**config.mk**
```make
export PLATFORM = sky130hd
export DESIGN_NAME = ball_packet_tx_flat
export DESIGN_NICKNAME = d
export VERILOG_FILES = /design/src/rtl/ball_packet_tx_if.sv /design/src/rtl/ball_packet_tx.sv /design/src/flat_wrapper.sv
export SDC_FILE = /design/constraint.sdc
export NUM_CORES = 1
export LEC_CHECK = 0
export CELL_PAD_IN_SITES_DETAIL_PLACEMENT = 0
export CELL_PAD_IN_SITES_GLOBAL_PLACEMENT = 1
export CORE_UTILIZATION = 38
export CTS_BUF_LIST = sky130_fd_sc_hd__clkbuf_8
export DETAILED_ROUTE_END_ITERATION = 16
export PLACE_DENSITY = 0.9
export SYNTH_ARGS = -nofsm -noshare
export SYNTH_HDL_FRONTEND = slang
export SYNTH_SLANG_ARGS = --single-unit
```
**constraint.sdc**
```tcl
create_clock -name clk_25MHZ -period 2 [get_ports clk_25MHZ]
set_clock_uncertainty 0.1 [all_clocks]
set_input_delay 0.5 -clock clk_25MHZ [delete_from_list [all_inputs] [get_ports clk_25MHZ]]
set_output_delay 0.5 -clock clk_25MHZ [all_outputs]
set_load 0.02 [all_outputs]
```
**src/rtl/ball_packet_tx_if.sv**
```systemverilog
// Purpose: groups the game_controller request/status signals and the I2C byte-engine handshake.
// Latency: none (wiring only).
// Backpressure: the byte stream is held by m_valid until an m_ready or m_nack pulse.
interface ball_packet_tx_if;
    // game_controller side
    logic        ball_send_trigger;
    logic [9:0]  ball_y;
    logic [7:0]  ball_vy;
    logic [1:0]  gravity_counter;
    logic [19:0] ball_speed;
    logic        is_lose;
    logic        ball_send_to_slave;
    logic        is_i2c_master_done;
    logic        tx_error;
    // I2C master byte engine side
    logic        m_valid;
    logic        m_start;
    logic        m_last;
    logic [6:0]  m_addr;
    logic [7:0]  m_data;
    logic        m_ready;
    logic        m_nack;

    // Transmitter view: sources bytes, consumes requests and handshakes
    modport master (
        input  ball_send_trigger, ball_y, ball_vy, gravity_counter, ball_speed, is_lose,
        input  m_ready, m_nack,
        output ball_send_to_slave, is_i2c_master_done, tx_error,
        output m_valid, m_start, m_last, m_addr, m_data
    );

    // Environment view: game_controller plus I2C byte engine
    modport slave (
        output ball_send_trigger, ball_y, ball_vy, gravity_counter, ball_speed, is_lose,
        output m_ready, m_nack,
        input  ball_send_to_slave, is_i2c_master_done, tx_error,
        input  m_valid, m_start, m_last, m_addr, m_data
    );
endinterface

```
**src/rtl/ball_packet_tx.sv**
```systemverilog
// Purpose: snapshots ball state on request and streams the 7-byte register frame to the I2C master.
// Latency: trigger -> first m_valid 2 cycles; final m_ready -> is_i2c_master_done 1 cycle.
// Backpressure: each byte is held until m_ready/m_nack; NACK or byte timeout restarts the frame.
module ball_packet_tx #(
    parameter logic [6:0] SLAVE_ADDR   = 7'h42,
    parameter int         SPEED_THRESH = 235000,
    parameter int         MAX_RETRY    = 3,
    parameter int         BYTE_TIMEOUT = 50000,
    parameter int         DONE_HOLD    = 4
) (
    input  logic          clk_25MHZ,
    input  logic          reset,
    ball_packet_tx_if.master bus
);

    localparam int TW = $clog2(BYTE_TIMEOUT + 1);
    localparam int RW = $clog2(MAX_RETRY + 2);
    localparam int HW = $clog2(DONE_HOLD + 2);

    typedef enum logic [2:0] {IDLE, LATCH, SEND, RETRY, DONE} state_t;

    state_t         state_q;
    logic [2:0]     byte_idx_q;
    logic [TW-1:0]  timeout_q;
    logic [RW-1:0]  retry_q;
    logic [HW-1:0]  hold_q;

    // Snapshot of the ball state taken in LATCH; the frame is built only from these
    logic [9:0]     y_q;
    logic [7:0]     vy_q;
    logic [1:0]     grav_q;
    logic           slow_q;
    logic           lose_q;

    // Registered outputs
    logic           send_to_slave_q;
    logic           done_q;
    logic           tx_error_q;
    logic           m_valid_q;
    logic           m_start_q;
    logic           m_last_q;
    logic [7:0]     m_data_q;

    // Byte idx of the frame: register pointer 0x00 followed by slv_reg0..slv_reg5
    function automatic logic [7:0] frame_byte(input logic [2:0] idx,
                                              input logic [9:0] y, input logic [7:0] vy,
                                              input logic [1:0] grav, input logic slow,
                                              input logic lose);
        logic [7:0] b;
        b = 8'h00;
        case (idx)
            3'd1:    b = {y[9:8], 6'b0};
            3'd2:    b = y[7:0];
            3'd3:    b = vy;
            3'd4:    b = {6'b0, grav};
            3'd5:    b = {7'b0, slow};
            3'd6:    b = {7'b0, lose};
            default: b = 8'h00;
        endcase
        return b;
    endfunction

    // Frame sequencer: request capture, byte streaming, retry on NACK/timeout, done hold
    always_ff @(posedge clk_25MHZ or negedge reset) begin
        if (!reset) begin
            state_q         <= IDLE;
            byte_idx_q      <= '0;
            timeout_q       <= '0;
            retry_q         <= '0;
            hold_q          <= '0;
            y_q             <= '0;
            vy_q            <= '0;
            grav_q          <= '0;
            slow_q          <= 1'b0;
            lose_q          <= 1'b0;
            send_to_slave_q <= 1'b0;
            done_q          <= 1'b0;
            tx_error_q      <= 1'b0;
            m_valid_q       <= 1'b0;
            m_start_q       <= 1'b0;
            m_last_q        <= 1'b0;
            m_data_q        <= '0;
        end else begin
            case (state_q)
                IDLE: begin
                    if (bus.ball_send_trigger) state_q <= LATCH;
                end
                LATCH: begin
                    y_q             <= bus.ball_y;
                    vy_q            <= bus.ball_vy;
                    grav_q          <= bus.gravity_counter;
                    slow_q          <= (bus.ball_speed >= 20'(SPEED_THRESH));
                    lose_q          <= bus.is_lose;
                    byte_idx_q      <= '0;
                    retry_q         <= '0;
                    timeout_q       <= '0;
                    tx_error_q      <= 1'b0;
                    send_to_slave_q <= 1'b1;
                    m_valid_q       <= 1'b1;
                    m_start_q       <= 1'b1;
                    m_last_q        <= 1'b0;
                    m_data_q        <= 8'h00;
                    state_q         <= SEND;
                end
                SEND: begin
                    // A NACK wins over a simultaneous m_ready; an accepted byte beats the timeout
                    if (bus.m_nack || (!bus.m_ready && timeout_q == TW'(BYTE_TIMEOUT - 1))) begin
                        m_valid_q <= 1'b0;
                        m_start_q <= 1'b0;
                        m_last_q  <= 1'b0;
                        state_q   <= RETRY;
                    end else if (bus.m_ready) begin
                        if (byte_idx_q == 3'd6) begin
                            m_valid_q       <= 1'b0;
                            m_start_q       <= 1'b0;
                            m_last_q        <= 1'b0;
                            send_to_slave_q <= 1'b0;
                            done_q          <= 1'b1;
                            tx_error_q      <= 1'b0;
                            hold_q          <= '0;
                            state_q         <= DONE;
                        end else begin
                            byte_idx_q <= byte_idx_q + 3'd1;
                            m_data_q   <= frame_byte(byte_idx_q + 3'd1, y_q, vy_q, grav_q,
                                                     slow_q, lose_q);
                            m_start_q  <= 1'b0;
                            m_last_q   <= (byte_idx_q == 3'd5);
                            timeout_q  <= '0;
                        end
                    end else begin
                        timeout_q <= timeout_q + 1'b1;
                    end
                end
                RETRY: begin
                    if (retry_q == RW'(MAX_RETRY)) begin
                        send_to_slave_q <= 1'b0;
                        done_q          <= 1'b1;
                        tx_error_q      <= 1'b1;
                        hold_q          <= '0;
                        state_q         <= DONE;
                    end else begin
                        retry_q    <= retry_q + 1'b1;
                        byte_idx_q <= '0;
                        timeout_q  <= '0;
                        m_valid_q  <= 1'b1;
                        m_start_q  <= 1'b1;
                        m_last_q   <= 1'b0;
                        m_data_q   <= 8'h00;
                        state_q    <= SEND;
                    end
                end
                DONE: begin
                    // Hold done for the minimum time, then wait for the request to drop
                    if (hold_q != HW'(DONE_HOLD - 1)) begin
                        hold_q <= hold_q + 1'b1;
                    end else if (!bus.ball_send_trigger) begin
                        done_q  <= 1'b0;
                        state_q <= IDLE;
                    end
                end
                default: state_q <= IDLE;
            endcase
        end
    end

    assign bus.ball_send_to_slave = send_to_slave_q;
    assign bus.is_i2c_master_done = done_q;
    assign bus.tx_error           = tx_error_q;
    assign bus.m_valid            = m_valid_q;
    assign bus.m_start            = m_start_q;
    assign bus.m_last             = m_last_q;
    assign bus.m_data             = m_data_q;
    assign bus.m_addr             = SLAVE_ADDR;

endmodule

```
**src/flat_wrapper.sv**
```systemverilog
// flat-port wrapper written by rule: the top's interface ports become plain ports
module ball_packet_tx_flat 
#(
    parameter logic [6:0] SLAVE_ADDR   = 7'h42,
    parameter int         SPEED_THRESH = 235000,
    parameter int         MAX_RETRY    = 3,
    parameter int         BYTE_TIMEOUT = 50000,
    parameter int         DONE_HOLD    = 4
)
  (clk_25MHZ, reset, bus_ball_send_trigger, bus_ball_y, bus_ball_vy, bus_gravity_counter, bus_ball_speed, bus_is_lose, bus_m_ready, bus_m_nack, bus_ball_send_to_slave, bus_is_i2c_master_done, bus_tx_error, bus_m_valid, bus_m_start, bus_m_last, bus_m_addr, bus_m_data);
  ball_packet_tx_if bus_i ();
  input  logic clk_25MHZ;
  input  logic reset;
  input wire logic [$bits(bus_i.ball_send_trigger)-1:0] bus_ball_send_trigger;
  input wire logic [$bits(bus_i.ball_y)-1:0] bus_ball_y;
  input wire logic [$bits(bus_i.ball_vy)-1:0] bus_ball_vy;
  input wire logic [$bits(bus_i.gravity_counter)-1:0] bus_gravity_counter;
  input wire logic [$bits(bus_i.ball_speed)-1:0] bus_ball_speed;
  input wire logic [$bits(bus_i.is_lose)-1:0] bus_is_lose;
  input wire logic [$bits(bus_i.m_ready)-1:0] bus_m_ready;
  input wire logic [$bits(bus_i.m_nack)-1:0] bus_m_nack;
  output wire logic [$bits(bus_i.ball_send_to_slave)-1:0] bus_ball_send_to_slave;
  output wire logic [$bits(bus_i.is_i2c_master_done)-1:0] bus_is_i2c_master_done;
  output wire logic [$bits(bus_i.tx_error)-1:0] bus_tx_error;
  output wire logic [$bits(bus_i.m_valid)-1:0] bus_m_valid;
  output wire logic [$bits(bus_i.m_start)-1:0] bus_m_start;
  output wire logic [$bits(bus_i.m_last)-1:0] bus_m_last;
  output wire logic [$bits(bus_i.m_addr)-1:0] bus_m_addr;
  output wire logic [$bits(bus_i.m_data)-1:0] bus_m_data;
  assign bus_i.ball_send_trigger = bus_ball_send_trigger;
  assign bus_i.ball_y = bus_ball_y;
  assign bus_i.ball_vy = bus_ball_vy;
  assign bus_i.gravity_counter = bus_gravity_counter;
  assign bus_i.ball_speed = bus_ball_speed;
  assign bus_i.is_lose = bus_is_lose;
  assign bus_i.m_ready = bus_m_ready;
  assign bus_i.m_nack = bus_m_nack;
  assign bus_ball_send_to_slave = bus_i.ball_send_to_slave;
  assign bus_is_i2c_master_done = bus_i.is_i2c_master_done;
  assign bus_tx_error = bus_i.tx_error;
  assign bus_m_valid = bus_i.m_valid;
  assign bus_m_start = bus_i.m_start;
  assign bus_m_last = bus_i.m_last;
  assign bus_m_addr = bus_i.m_addr;
  assign bus_m_data = bus_i.m_data;
  ball_packet_tx #(.SLAVE_ADDR(SLAVE_ADDR), .SPEED_THRESH(SPEED_THRESH), .MAX_RETRY(MAX_RETRY), .BYTE_TIMEOUT(BYTE_TIMEOUT), .DONE_HOLD(DONE_HOLD)) u_core (.clk_25MHZ(clk_25MHZ), .reset(reset), .bus(bus_i));
endmodule
```
* Yosys cells after proc, flatten, opt, wreduce, memory -nomap -nowiden
Index checks and enable logic that the tools add are counted.
** Storage, ports and cells
- Word-level logic and storage cells :: 122
- Output and inout bits :: 21
- Register bits :: 64
- Bits of input ports :: 46
** Operators by class
- Eq/ne operators :: 28
- Reductions and logical operators :: 16
- Muxes and demuxes :: 56
- Order comparisons :: 1
- $add $sub $neg :: 4
** Operators by type and width (number)
- 16-bit 2-to-1 mux :: 4
- 3-bit 2-to-1 mux :: 17
- 16-bit one-hot mux with 3 select lines :: 1
- 8-bit one-hot mux with 6 select lines :: 1
- 8-bit 2-to-1 mux :: 4
- 8-bit one-hot mux with 3 select lines :: 1
- 20-bit by 18-bit >= comparator with 1-bit output, second input constant :: 1
- 3-bit == test, second input constant :: 6
- 1-bit 2-to-1 mux :: 18
- 1-bit one-hot mux with 3 select lines :: 6
- 3-bit one-hot mux with 3 select lines :: 2
- 16-bit by 1-bit adder with 16-bit output, second input constant :: 1
- 16-bit == test, second input constant :: 1
- 3-bit by 2-bit == test with 1-bit output, second input constant :: 5
- 3-bit one-hot mux with 5 select lines :: 1
- 5-bit AND reduction :: 3
- 2-bit inequality test, second input constant :: 7
- 3-bit by 1-bit adder with 3-bit output, second input constant :: 3
- 4-bit AND reduction :: 2
- 7-bit AND reduction :: 1
- 3-bit by 1-bit == test with 1-bit output, second input constant :: 2
- 2-bit by 1-bit inequality test with 1-bit output, second input constant :: 3
- 3-bit by 2-bit inequality test with 1-bit output, second input constant :: 2
- 3-bit one-hot mux with 2 select lines :: 1
- 11 further kinds :: 12

* Longest topological paths before layout
- Word-level depth :: 7
- Gate-level depth with buffers :: 8
- Gate-level depth less buffers :: 7

* Worst setup path before layout
Ideal clock, no wire load.
- Path kind :: flip-flop to flip-flop
- From :: register u_core.state_q[2]
- To :: register u_core.grav_q[0]
- Cell stages (with the launch flop) :: 6
- Data required time :: 1.775 ns
- Clock period less this slack :: 1.981 ns
- Setup time :: 0.125 ns
- Arrival :: 1.756 ns
- Setup slack :: 0.019 ns
- Path buffers :: 2
- Path through :: dfrtp_1 clkbuf_1 nand2b_1 nor2_1 buf_2 mux2_2
** Between the ends
- Word-level cells in the longest chain between the ends :: 1
** Ends and longest elaborated chain
- start: declaration :: RTL line ball_packet_tx.sv:22 : state_t state_q;
- start signal: assignment :: RTL line ball_packet_tx.sv:66 : state_q <= IDLE;
- start signal: assignment :: RTL line ball_packet_tx.sv:86 : if (bus.ball_send_trigger) state_q <= LATCH;
- start signal: assignment :: RTL line ball_packet_tx.sv:103 : state_q <= SEND;
- 3-bit by 1-bit == test with 1-bit output :: RTL line ball_packet_tx.sv:84 : case (state_q)
- end signal: assignment :: RTL line ball_packet_tx.sv:91 : grav_q <= bus.gravity_counter;
- end: declaration :: RTL line ball_packet_tx.sv:31 : logic [1:0] grav_q;
No other way between the ends.
A chain may end at the register's enable or synchronous reset.

* Worst setup path in the final report
- From :: register u_core.retry_q[0]
- To :: register u_core.timeout_q[11]
** Between the ends
- Word-level cells in the longest chain between the ends :: 3
** Ends and longest elaborated chain
- start: declaration :: RTL line ball_packet_tx.sv:25 : logic [RW-1:0] retry_q;
- start signal: assignment :: RTL line ball_packet_tx.sv:142 : retry_q <= retry_q + 1'b1;
- 3-bit by 2-bit == test with 1-bit output :: RTL line ball_packet_tx.sv:135 : if (retry_q == RW'(MAX_RETRY)) begin
- 2-bit inequality test (no source line)
- 4-bit AND reduction (no source line)
- end signal: assignment :: RTL line ball_packet_tx.sv:131 : timeout_q <= timeout_q + 1'b1;
- end: declaration :: RTL line ball_packet_tx.sv:24 : logic [TW-1:0] timeout_q;
No other way between the ends.

==> metrics.yaml <==
final_cell_area_mm2: 0.00487
drv_cap: 0
synth_largest_area_cell: "dfrtp_1"
whs_ps: 57.2
grt_pass1_vias: 3040
required_ps: 2140
fmax_ghz: 0.509
grt_max_degree: 65
cts.htree.levels: 3
clkSinkCount: 64
die_area_mm2: 0.00950
cts-root-buf: "clkbuf_8"
drive_gt1_frac: 0.298
dpl.cell_count: 532
hp-class: "primary input to asynchronous set/reset pin"
areaGrowthSynthToFinish_pct: 40.7
p_leak_nw: 2.20
synth_area_mm2: 0.00346
antenna_found_initial: 0
p_per_area_mw_per_mm2: 1280
ys_top_cells_by_area: "dfrtp_1 46%, mux2_2 7.2%, ha_1 4.0%, nand2_1 3.3%, a21oi_1 2.0%"
synthDistinctLibCells: 63
top_usage_layer: "met2"
crit_type: "register to register"
hold_viol_final: 0
finalSetupViolCount: 0
drt_iter0_markers: 204
ant_nets: 0
grt_use_met2: 0.307
worstPathArrival_ps: 2110
drc: 0
fin_cells: 551
cts_hold_buf: 0
worstSetupStartpointType: "register"
p_total_mw: 6.23
cts_buffers: 9
syn_avg_cell_area_um2: 10.5
synth_edf_count: 0
clk_latency_ps: 360
end_kind: "register"
num_rows: 34
met1_usage: 0.237
dpl.hpwl_um: 6230
viasPerCell: 5.44
min_period_over_period: 0.983
start_util: 0.395
vias: 2996
grt.overflow.total: 0
core_area_mm2: 0.00876
slew_viol_final: 0
use_met3: 0.0698
ir_worst_vdd_v: 0.000737
rsz0062_at_grt: "true"
die_w_um: 97.5
cts_buffer_depth: 2
synth_top_area_frac: 0.462
synthArstFlopShare: 1.00
syn_inst: 329
clkSlewWorstSetupHoldPaths_ps: 80
synth_ff_type: "dfrtp_1"
final_util: 0.556
synth-warning-count: 0
placed_area_mm2: 0.00449
worst-path-max-fanout: 4
post-route-min-period_ps: 1970
grt_pass1_wl_um: 14300
port_buffers: 56
tritoncts: "yes"
finalWirelength_um: 8530
io_pins: 67
status: "complete, no violations"
gp_congestion: 0.899
die_h_um: 97.5
fin_nets: 495
drt-pass1-iter-count: 4
antenna_cells: 0
wl_per_cell_um: 15.5
ys_ff_latch: 64
yosysSeqAreaShare: 0.462
grt_util_all_layers: 0.187
==> critical path, stage by stage, from the launching register on <==
cell and delay [ps]:
dfrtp_1 390, ha_2 200, ha_4 160, and2_4 170
o22ai_4 170, a21boi_4 280, nand2_2 120, a211o_1 270
==> synthesized netlist by cell type (all sizes together) (5+ instances only) <==
master,instances
inv,12
o41ai,7
ha,11
nor2,15
and3,6
nand2,31
a21oi,14
nand3,7
o31ai,9
buf,17
nor3,8
a22o,5
mux2,22
o21ai,20
clkbuf,5
dfrtp,64
a22oi,5
a31oi,9
==> worst paths after layout <==
check                                       end                 start  cells after the start  slack (ps)
setup / recovery           u_core.timeout_q[11]     u_core.retry_q[0]                      7          30
hold / removal                   u_core.vy_q[1]                 reset                      2          60
setup reg to reg           u_core.timeout_q[11]     u_core.retry_q[0]                      7          30
hold reg to reg            u_core.bus.m_data[6]  u_core.bus.m_data[6]                      2         390
max in group asynchronous   u_core.timeout_q[2]                 reset                      2        1470
min in group clk_25MHZ     u_core.bus.m_data[6]  u_core.bus.m_data[6]                      2         390
==> cell usage in the layout, fill, tap and decap left out, types with 6 or more instances in the layout <==
master,count
ha_1,9
a31oi_1,9
o21ai_0,11
and3_1,6
inv_1,12
clkdlybuf4s50_1,52
nor2_1,13
nand2_1,30
buf_4,56
clkbuf_8,9
o21ai_1,9
dfrtp_1,64
mux2_2,22
a21oi_1,13
nor3_1,7
conb_1,7
==> per-layer routing <==
metal  part of all wire  routed length, um
met1               0.44               3740
met2               0.49               4160
met3              0.066                562
met4             0.0074                 63
met5                  0                  0
==> cell type report <==
cell class                      instances  area (um^2)
Timing Repair Buffer                  115         1040
Sequential cell                        64         1600
Clock buffer                            9          124
Fill cell                             744         3890
Tap cell                              108          135
Multi-Input combinational cell        236         1820
Inverter                               12         45.0
Clock inverter                          7          104
==> report_power, final <==
group / internal, mW / switching [mW]
Sequential: 1.75 / 0.285
Combinational: 1.46 / 1.45
Clock: 0.716 / 0.560
==> logic make-up after synthesis <==
family                   count (synthesis)  share of synthesized area
buffers and inverters                   34                     0.0535
multiplexers                            25                     0.0802
AND/OR/NAND/NOR                         96                      0.150
AO/OA/AOI/OAI                           96                      0.210
adder cells (fa/ha/maj)                 11                     0.0397
other                                    2                    0.00217
flip-flops                              64                      0.462
XOR/XNOR                                 1                    0.00253
==> timing repair <==
action                     4_1_cts  5_1_grt
buffers inserted                 2        1
resized for setup                5       23
pin swaps                        5        3
setup endpoints to repair       17       31
cloned                           0        0
==> flip-flops by register name, indices dropped and copies added, names as in the netlist, 2 cells and up <==
| name | count |
|---|---|
| u_core.timeout_q | 16 |
| u_core.state_q | 3 |
| u_core.bus.m_data | 8 |
| u_core.grav_q | 2 |
| u_core.hold_q | 3 |
| u_core.vy_q | 8 |
| u_core.byte_idx_q | 3 |
| u_core.retry_q | 3 |
| u_core.y_q | 10 |
==> through the flow <==
step           TNS (ps)  setup slack, ps
3_5_place_dp      -8440             -326
4_1_cts           -3.84            -3.84
3_3_place_gp      -7910             -301
5_1_grt           -71.2            -19.0
6_report              0             34.8
2_1_floorplan         0             19.0
Note: power is estimated with default switching activity, not from simulation.
